[config.mk]
export PLATFORM = sky130hd
export DESIGN_NAME = fdtd_sweep_ctrl
export DESIGN_NICKNAME = d
export VERILOG_FILES = /design/src/rtl/fdtd_ctrl_pkg.sv /design/src/rtl/fdtd_valid_pipe.sv /design/src/rtl/fdtd_sweep_ctrl.sv
export SDC_FILE = /design/constraint.sdc
export NUM_CORES = 1
export LEC_CHECK = 0
export BUFFER_PORTS_ARGS = -buffer_cell sky130_fd_sc_hd__clkbuf_2
export CAP_MARGIN = 40
export CORE_ASPECT_RATIO = 0.7
export CORE_MARGIN = 4
export CORE_UTILIZATION = 45
export CTS_BUF_LIST = sky130_fd_sc_hd__clkbuf_8
export DETAILED_ROUTE_END_ITERATION = 12
export HOLD_SLACK_MARGIN = 0.15
export PLACE_DENSITY = 0.79
export RECOVER_POWER = 25
export SLEW_MARGIN = 20
export SYNTH_ARGS = -nofsm -noshare
export SYNTH_HDL_FRONTEND = slang
export SYNTH_SLANG_ARGS = --single-unit
[constraint.sdc]
create_clock -name CLK -period 2.1 [get_ports CLK]
set_input_delay 0.315 -clock CLK [delete_from_list [all_inputs] [get_ports CLK]]
set_output_delay 0.315 -clock CLK [all_outputs]
set_load 0.01 [all_outputs]
[src/rtl/fdtd_ctrl_pkg.sv]
// Shared types for the FDTD sweep controller: FSM states, field phases and
// the per-cell tracking entry that follows a read through the datapath.
package fdtd_ctrl_pkg;

   typedef enum logic [2:0] {
      ST_IDLE,
      ST_E_SWEEP,
      ST_E_DRAIN,
      ST_H_SWEEP,
      ST_H_DRAIN,
      ST_DONE
   } state_t;

   localparam logic PHASE_E = 1'b0;
   localparam logic PHASE_H = 1'b1;

   // Address field is sized for the widest grid; users keep the low bits.
   localparam int PIPE_ADDR_W = 32;

   typedef struct packed {
      logic                   valid;
      logic [PIPE_ADDR_W-1:0] addr;
      logic                   phase;
   } pipe_entry_t;

endpackage

[src/rtl/fdtd_valid_pipe.sv]
// PIPE_LAT-deep shift register of tracking entries with a hold enable.
// Reports the tail and whether nothing will remain in flight after this cycle.
module fdtd_valid_pipe
   import fdtd_ctrl_pkg::*;
#(
   parameter int PIPE_LAT = 2
) (
   input  logic        CLK,
   input  logic        RST,
   input  logic        hold,
   input  pipe_entry_t entry_in,
   output pipe_entry_t tail,
   output logic        empty_after_shift
);

   pipe_entry_t         entry_reg [PIPE_LAT];
   logic [PIPE_LAT-1:0] valid_vec;
   logic                head_busy;

   always_ff @(posedge CLK) begin
      if (RST) begin
         for (int i = 0; i < PIPE_LAT; i++) begin
            entry_reg[i] <= '0;
         end
      end else if (!hold) begin
         entry_reg[0] <= entry_in;
         for (int i = 1; i < PIPE_LAT; i++) begin
            entry_reg[i] <= entry_reg[i-1];
         end
      end
   end

   genvar gi;
   generate
      for (gi = 0; gi < PIPE_LAT; gi++) begin : g_valid
         assign valid_vec[gi] = entry_reg[gi].valid;
      end
      if (PIPE_LAT > 1) begin : g_multi
         assign head_busy = |valid_vec[PIPE_LAT-2:0];
      end else begin : g_single
         assign head_busy = 1'b0;
      end
   endgenerate

   assign tail = entry_reg[PIPE_LAT-1];

   // The tail drains this cycle only if it is written, i.e. not held.
   assign empty_after_shift = !head_busy && (!valid_vec[PIPE_LAT-1] || !hold);

endmodule

[src/rtl/fdtd_sweep_ctrl.sv]
// FDTD time-step sequencer: alternating E and H raster sweeps over the grid,
// with write-back addresses tracked through a fixed-latency datapath.
module fdtd_sweep_ctrl
   import fdtd_ctrl_pkg::*;
#(
   parameter int NX         = 16,
   parameter int NY         = 16,
   parameter int ADDR_WIDTH = 12,
   parameter int PIPE_LAT   = 2,
   parameter int ITER_WIDTH = 16
) (
   input  logic                  CLK,
   input  logic                  RST,
   input  logic                  start_i,
   input  logic [ITER_WIDTH-1:0] num_iter_i,
   input  logic                  stall_i,
   output logic                  rd_en_o,
   output logic [ADDR_WIDTH-1:0] rd_addr_o,
   output logic                  phase_o,
   output logic                  wr_en_o,
   output logic [ADDR_WIDTH-1:0] wr_addr_o,
   output logic                  wr_phase_o,
   output logic                  busy_o,
   output logic                  done_o,
   output logic [ITER_WIDTH-1:0] iter_cnt_o
);

   localparam int                    N_CELLS   = NX * NY;
   localparam logic [ADDR_WIDTH-1:0] LAST_ADDR = ADDR_WIDTH'(N_CELLS - 1);

   state_t                  state_reg, state_next;
   logic [ADDR_WIDTH-1:0]   issue_cnt_reg, issue_cnt_next;
   logic [ITER_WIDTH-1:0]   iter_cnt_reg, iter_cnt_next;
   logic [ITER_WIDTH-1:0]   num_iter_reg, num_iter_next;
   logic [ITER_WIDTH-1:0]   iter_inc;
   pipe_entry_t             pipe_in;
   pipe_entry_t             pipe_tail;
   logic                    pipe_empty_next;

   assign iter_inc = iter_cnt_reg + ITER_WIDTH'(1);

   always_ff @(posedge CLK) begin
      if (RST) begin
         state_reg     <= ST_IDLE;
         issue_cnt_reg <= '0;
         iter_cnt_reg  <= '0;
         num_iter_reg  <= '0;
      end else begin
         state_reg     <= state_next;
         issue_cnt_reg <= issue_cnt_next;
         iter_cnt_reg  <= iter_cnt_next;
         num_iter_reg  <= num_iter_next;
      end
   end

   always_comb begin
      state_next     = state_reg;
      issue_cnt_next = issue_cnt_reg;
      iter_cnt_next  = iter_cnt_reg;
      num_iter_next  = num_iter_reg;
      rd_en_o        = 1'b0;
      rd_addr_o      = '0;
      phase_o        = PHASE_E;
      busy_o         = 1'b0;
      done_o         = 1'b0;

      case (state_reg)
         ST_IDLE: begin
            if (start_i) begin
               if (num_iter_i != '0) begin
                  state_next    = ST_E_SWEEP;
                  num_iter_next = num_iter_i;
                  iter_cnt_next = '0;
               end else begin
                  state_next = ST_DONE;
               end
            end
         end
         ST_E_SWEEP, ST_H_SWEEP: begin
            busy_o    = 1'b1;
            rd_en_o   = !stall_i;
            rd_addr_o = issue_cnt_reg;
            phase_o   = (state_reg == ST_H_SWEEP) ? PHASE_H : PHASE_E;
            if (rd_en_o) begin
               if (issue_cnt_reg == LAST_ADDR) begin
                  issue_cnt_next = '0;
                  state_next     = (state_reg == ST_H_SWEEP) ? ST_H_DRAIN : ST_E_DRAIN;
               end else begin
                  issue_cnt_next = issue_cnt_reg + ADDR_WIDTH'(1);
               end
            end
         end
         ST_E_DRAIN: begin
            busy_o = 1'b1;
            if (pipe_empty_next) begin
               state_next = ST_H_SWEEP;
            end
         end
         ST_H_DRAIN: begin
            busy_o = 1'b1;
            if (pipe_empty_next) begin
               iter_cnt_next = iter_inc;
               state_next    = (iter_inc == num_iter_reg) ? ST_DONE : ST_E_SWEEP;
            end
         end
         ST_DONE: begin
            done_o     = 1'b1;
            state_next = ST_IDLE;
         end
         default: begin
            state_next = ST_IDLE;
         end
      endcase
   end

   always_comb begin
      pipe_in       = '0;
      pipe_in.valid = rd_en_o;
      pipe_in.addr  = PIPE_ADDR_W'(rd_addr_o);
      pipe_in.phase = phase_o;
   end

   fdtd_valid_pipe #(
      .PIPE_LAT (PIPE_LAT)
   ) u_valid_pipe (
      .CLK               (CLK),
      .RST               (RST),
      .hold              (stall_i),
      .entry_in          (pipe_in),
      .tail              (pipe_tail),
      .empty_after_shift (pipe_empty_next)
   );

   assign wr_en_o    = pipe_tail.valid & !stall_i;
   assign wr_addr_o  = pipe_tail.addr[ADDR_WIDTH-1:0];
   assign wr_phase_o = pipe_tail.phase;
   assign iter_cnt_o = iter_cnt_reg;

   genvar gi;
   generate
      if (ADDR_WIDTH < PIPE_ADDR_W) begin : g_addr_hi
         logic unused_addr_hi;
         assign unused_addr_hi = |pipe_tail.addr[PIPE_ADDR_W-1:ADDR_WIDTH];
      end
   endgenerate

endmodule
; ---- After elaboration in Yosys (flattened, before gate mapping)
; Memories as Yosys holds them, arrays and structs flattened.
; Index checks and enable logic that the tools add are counted.
[word_totals]
n_memories = 1
register_bits = 47
ramBits = 68
out_inout_bits = 46
in_bits = 20
[classes]
reduce_logical = 14
bitwise_logic = 4
muxes = 27
n_addsub = 2
eq_ne = 13
[mem_list]
columns = memory, depth, word_bits, rd, rd_ports_with_merged_regs, write_ports, line
row1 = u_valid_pipe.entry_reg, 2, 34, 2, 0, 2, fdtd_valid_pipe.sv:16  ; pipe_entry_t entry_reg [PIPE_LAT];
[op_table]
columns = operator, n
row1 = $mux 34, 2
row2 = $mux 16, 3
row3 = $pmux 16 s2, 1
row4 = $mux 12, 2
row5 = $mux 3, 8
row6 = $add 16x1->16 const B, 1
row7 = $eq 16x16->1, 1
row8 = $reduce_bool 16->1, 1
row9 = $add 12x1->12 const B, 1
row10 = $eq 12x8->1 const B, 1
row11 = $ne 2x2->1 const B, 6
row12 = $pmux 3 s4, 1
row13 = $mux 1, 10
row14 = $eq 3x2->1 const B, 2
row15 = $eq 3x3->1 const B, 2
row16 = $reduce_and 5->1, 1
row17 = $reduce_and 4->1, 1
row18 = $reduce_or 4->1, 1
row19 = $eq 3x1->1 const B, 1
row20 = $logic_not 1->1, 3
row21 = $logic_not 3->1, 1
row22 = $reduce_and 3->1, 1
row23 = $or 1x1->1, 2
row24 = $reduce_and 2->1, 1
row25 = 6 further kinds, 6

; ---- Logic depth before layout (Yosys ltp)
; An unclocked memory read counts as a cell.
[logic_depth]
word_depth = 6
ltp_mapped = 7
depth_no_buf = 6

; ---- By module
; A second synthesis with hierarchy kept.
[hier_totals]
cells_unflattened = 528
area_unflattened_um2 = 5701.7
[by_module_without_submodules]
columns = module, cells_each, n_inst, seq_area_each_um2, area_per_inst_um2
row1 = fdtd_valid_pipe, 188, 1, 2042.0, 2967.8
row2 = fdtd_sweep_ctrl, 340, 1, 940.9, 2733.9

; ---- Worst setup path before layout
; OpenSTA, ideal clock, no wires.
[synth_timing]
path_kind = reg2reg
start = register iter_cnt_reg[0] (netlist: iter_cnt_o[0])
end = register state_reg[2]
arrival_time_ns = 2.155
setup_slack_ns = -0.150
synth_period_minus_slack_ns = 2.250
setup_ns = 0.096
path_stages_with_launch = 7
cell_sequence = dfxtp_1 ha_1 nand3_2 nor4_2 xnor2_1 or4_4 o41ai_2
[synth_via]
elab_chain_len = 5
[synth_rtl]
columns = element, line
row1 = from (decl), fdtd_sweep_ctrl.sv:33  ; logic [ITER_WIDTH-1:0] iter_cnt_reg, iter_cnt_next;
row2 = from (signal assigned), fdtd_sweep_ctrl.sv:51  ; iter_cnt_reg <= iter_cnt_next;
row3 = $add 16x1->16, fdtd_sweep_ctrl.sv:40  ; assign iter_inc = iter_cnt_reg + ITER_WIDTH'(1);
row4 = $eq 16x16->1, fdtd_sweep_ctrl.sv:103  ; state_next = (iter_inc == num_iter_reg) ? ST_DONE : ST_E_SWEEP;
row5 = $mux 3, fdtd_sweep_ctrl.sv:103
row6 = $mux 3, fdtd_sweep_ctrl.sv:101  ; if (pipe_empty_next) begin
row7 = $pmux 3 s4, fdtd_sweep_ctrl.sv:67  ; case (state_reg)
row8 = to (signal assigned), fdtd_sweep_ctrl.sv:49  ; state_reg <= state_next;
row9 = to (decl), fdtd_sweep_ctrl.sv:31  ; state_t state_reg, state_next;
; Every way passes these cells. The select of a mux whose other input is x is not followed.
; A chain may end at the register's enable or synchronous reset.

; ---- Final worst setup path
[layout_timing]
start = register iter_cnt_reg[6] (netlist: iter_cnt_o[6])
end = register state_reg[2]
; Same word-level chain as after synthesis.

==> out/metrics.cfg <==
[run_status]
status = finished clean

[logic_synthesis]
synth_edf_count = 28
list_of_most_frequent_post_synthesis_cells = dfxtp_1, a21oi_1, nor2_1
synth.cell_area_sq_um = 3920
post-synth-top-area-fraction_pct = 24.0
yosys_warnings = 0
synth.area.top_cells = dfxtp_1, edfxtp_1, and2_1
syn_area_per_cell_sq_um = 9.25
synthMostInstantiatedCell = dfxtp_1
synth_top_flop_cell = dfxtp_1
synth-async-reset-ratio_pct = 0
post_synthesis_cell_count = 424
synth-seq-area-share_pct = 45.5
yosysTopAreaCell = dfxtp_1
mappedNetlistNets = 446
flip_flop_and_latch_count_after_synthesis = 75
ys_types = 49

[timing]
hold-worst-slack_ns = 0.190
final-hold-violation-count = 0
setup_total_negative_slack_ns = 0
relSlewSlack_pct = 41.6
final-setup-viol-count = 0
skew_ns = 0.00998
fin_crit_sh_pct = 96.5
finalCriticalPeriod_ns = 2.03
tightest_slew_ns = 0.875
timing.final.ws_setup_ns = 0.0729
timing.fmax_mhz = 493
unrepaired_setup_endpoints_after_global_routing = false
drv_slew = 0

[clock_tree]
cts_num_sinks = 75
post_cts_resized = 0
cts_made_buffers = 9
setup_fix_buffers_added_after_clock_tree_synthesis = 0
cts.htree.levels = 3
clock_insertion_delay_worst_skew_ns = 0.36
clk_slew_on_worst_s_h_paths_ns = 0.09
cts_root_buffer = clkbuf_8
ctsHoldBuffers = 0
cts_tree = built
clock_path_buffers = 2

[critical_path]
rr_worst_depth = 5
kind_of_end_point_of_the_critical_path = register
worstPathRequired_ns = 2.37
worstPathCellList = nand4_4 -> nor4_4 -> xnor2_1 -> or4_4 -> o41ai_2
worstReg2RegEnd = state_reg[2]
regToRegSetupSlack_ns = 0.07
critPathMaxFanout = 7
maximum_cell_stage_delay_along_the_critical_path_ns = 0.52
setup.worst_path.start_class = register
crit_slowest_cell = or4_4
worst-setup-path-type = register to register
cp.arrival_ns = 2.30
r2r-start = iter_cnt_o[6]

[worst_hold_path]
timing.hold.worst_endpoint = num_iter_reg[7]
min_path_type = primary input to register
worst_hold_path.num_cells = 3
min-delay-start = num_iter_i[7]

[cells_and_area]
fin_nets = 525
drive_gt1_share_pct = 25.2
largest_register_ff_count = 28
antennaDiodeCount = 0
area_growth_pct = 20.5
stdcell_count = 628

[detailed_routing]
drt-vias-per-instance = 5.41
route.detailed.drc = 0
first_iter_violations = 364
dr.pass1.iters = 5
routed_wirelength_microns = 9920
average_routed_wire_per_standard_cell_microns = 15.8
drtAntennaViolNets = 0
num_vias = 3398

[global_route]
global_route_wire_length_before_repair_microns = 16400
globalRoute.totalOverflow = 0
number_of_global_route_vias_before_repair = 3217
track_usage_pct = 19.9
largest_net_degree_at_the_start_of_global_routing = 42
antenna_found_initial = 0

[power]
total_leakage_power_nw = 1.95
post-layout-total-power_w = 0.00307
vdd_drop_max_uv = 294
p_per_area_nw_per_um2 = 651

[placement]
place.port_buffers = 65
placement_setup_slack_ns = 0.0663
place_congestion = 0.908
place.detailed.hpwl_microns = 7190
placed_cells_incl_taps = 612

[floorplanning]
io_pins = 66
fp.dieW_microns = 120
placeableCoreArea_sq_um = 8480
dieHeight_microns = 86.1
site_row_count = 28
die_footprint_sq_um = 10300
floorplan.initialDensity_pct = 46.2

[flow_run]
maxCapViolations = 0

-- logic make-up after synthesis --
| logic type | after synthesis | synth area share, % |
|---|---|---|
| DFF | 75 | 45.5 |
| xor gates and xnor gates | 35 | 7.82 |
| AOI/OAI and AO/OA | 72 | 10.4 |
| adders and majority gates | 2 | 0.638 |
| and+or+nand+nor | 194 | 29.0 |
| muxes | 1 | 0.287 |
| buffers and inverters | 45 | 6.42 |
-- cells in the final DEF, fill, tap and decap left out, types with 6 or more instances in the layout --
master | netlist | layout
xnor2_1 | 21 | 21
clkbuf_1 | 18 | 16
dfxtp_1 | 47 | 44
clkbuf_2 | 0 | 51
nand3_1 | 26 | 26
edfxtp_1 | 28 | 28
xor2_1 | 14 | 14
and2_0 | 0 | 7
clkbuf_8 | 0 | 9
nand4_1 | 6 | 6
a21oi_1 | 36 | 36
and3_1 | 17 | 17
inv_1 | 7 | 7
o21ai_0 | 19 | 19
buf_4 | 13 | 39
and2_1 | 32 | 25
nor2_1 | 36 | 36
nand2_1 | 28 | 28
-- layout make-up --
| cell class | count | area (sq um) |
|---|---|---|
| inverters | 7 | 26.3 |
| multi-input cells | 304 | 1930 |
| well taps | 120 | 150 |
| clock buffers | 9 | 124 |
| repair buffers | 106 | 608 |
| flip-flops and latches | 75 | 1790 |
| clock inverters | 7 | 98.8 |
| fillers | 754 | 3760 |
-- power by group --
part | internal (W) | total (W) | switching, W
sequential | 0.00155 | 0.00158 | 0.0000266
clock | 0.000680 | 0.00127 | 0.000586
combinational | 0.0000896 | 0.000225 | 0.000136
-- worst max-delay path by stage --
stage                                start          endpoint  slack, ns
after floorplan               state_reg[2]  issue_cnt_reg[7]      0.001
after global placement       iter_cnt_o[2]    iter_cnt_o[13]       0.08
after detailed placement     iter_cnt_o[0]      state_reg[2]       0.07
after CTS                    iter_cnt_o[0]      state_reg[2]       0.04
after global routing      issue_cnt_reg[2]  issue_cnt_reg[8]      0.003
final                        iter_cnt_o[6]      state_reg[2]       0.07
-- stage by stage --
stage	utilization (%)	instance area, sq um
2_1_floorplan	-	3930
3_3_place_gp	53.0	4490
3_5_place_dp	53.0	4490
4_1_cts	55.6	4710
5_1_grt	55.7	4720
6_report	55.7	4720
-- layer usage --
layer | vias up | track usage, % | routed length [microns]
li1 | 1646 | - | -
met1 | 1609 | 29.9 | 4760
met2 | 129 | 28.2 | 4340
met3 | 14 | 4.09 | 682
met4 | 0 | 7.17 | 141
met5 | - | 0 | 0
-- worst max-delay path: cells and delay by family (launching register included) --
family	cells	cell delay, ns
and+or+nand+nor	3	1.13
DFF	1	0.39
AOI/OAI and AO/OA	1	0.32
xor gates and xnor gates	1	0.10
(Power assumes the default switching activity.)
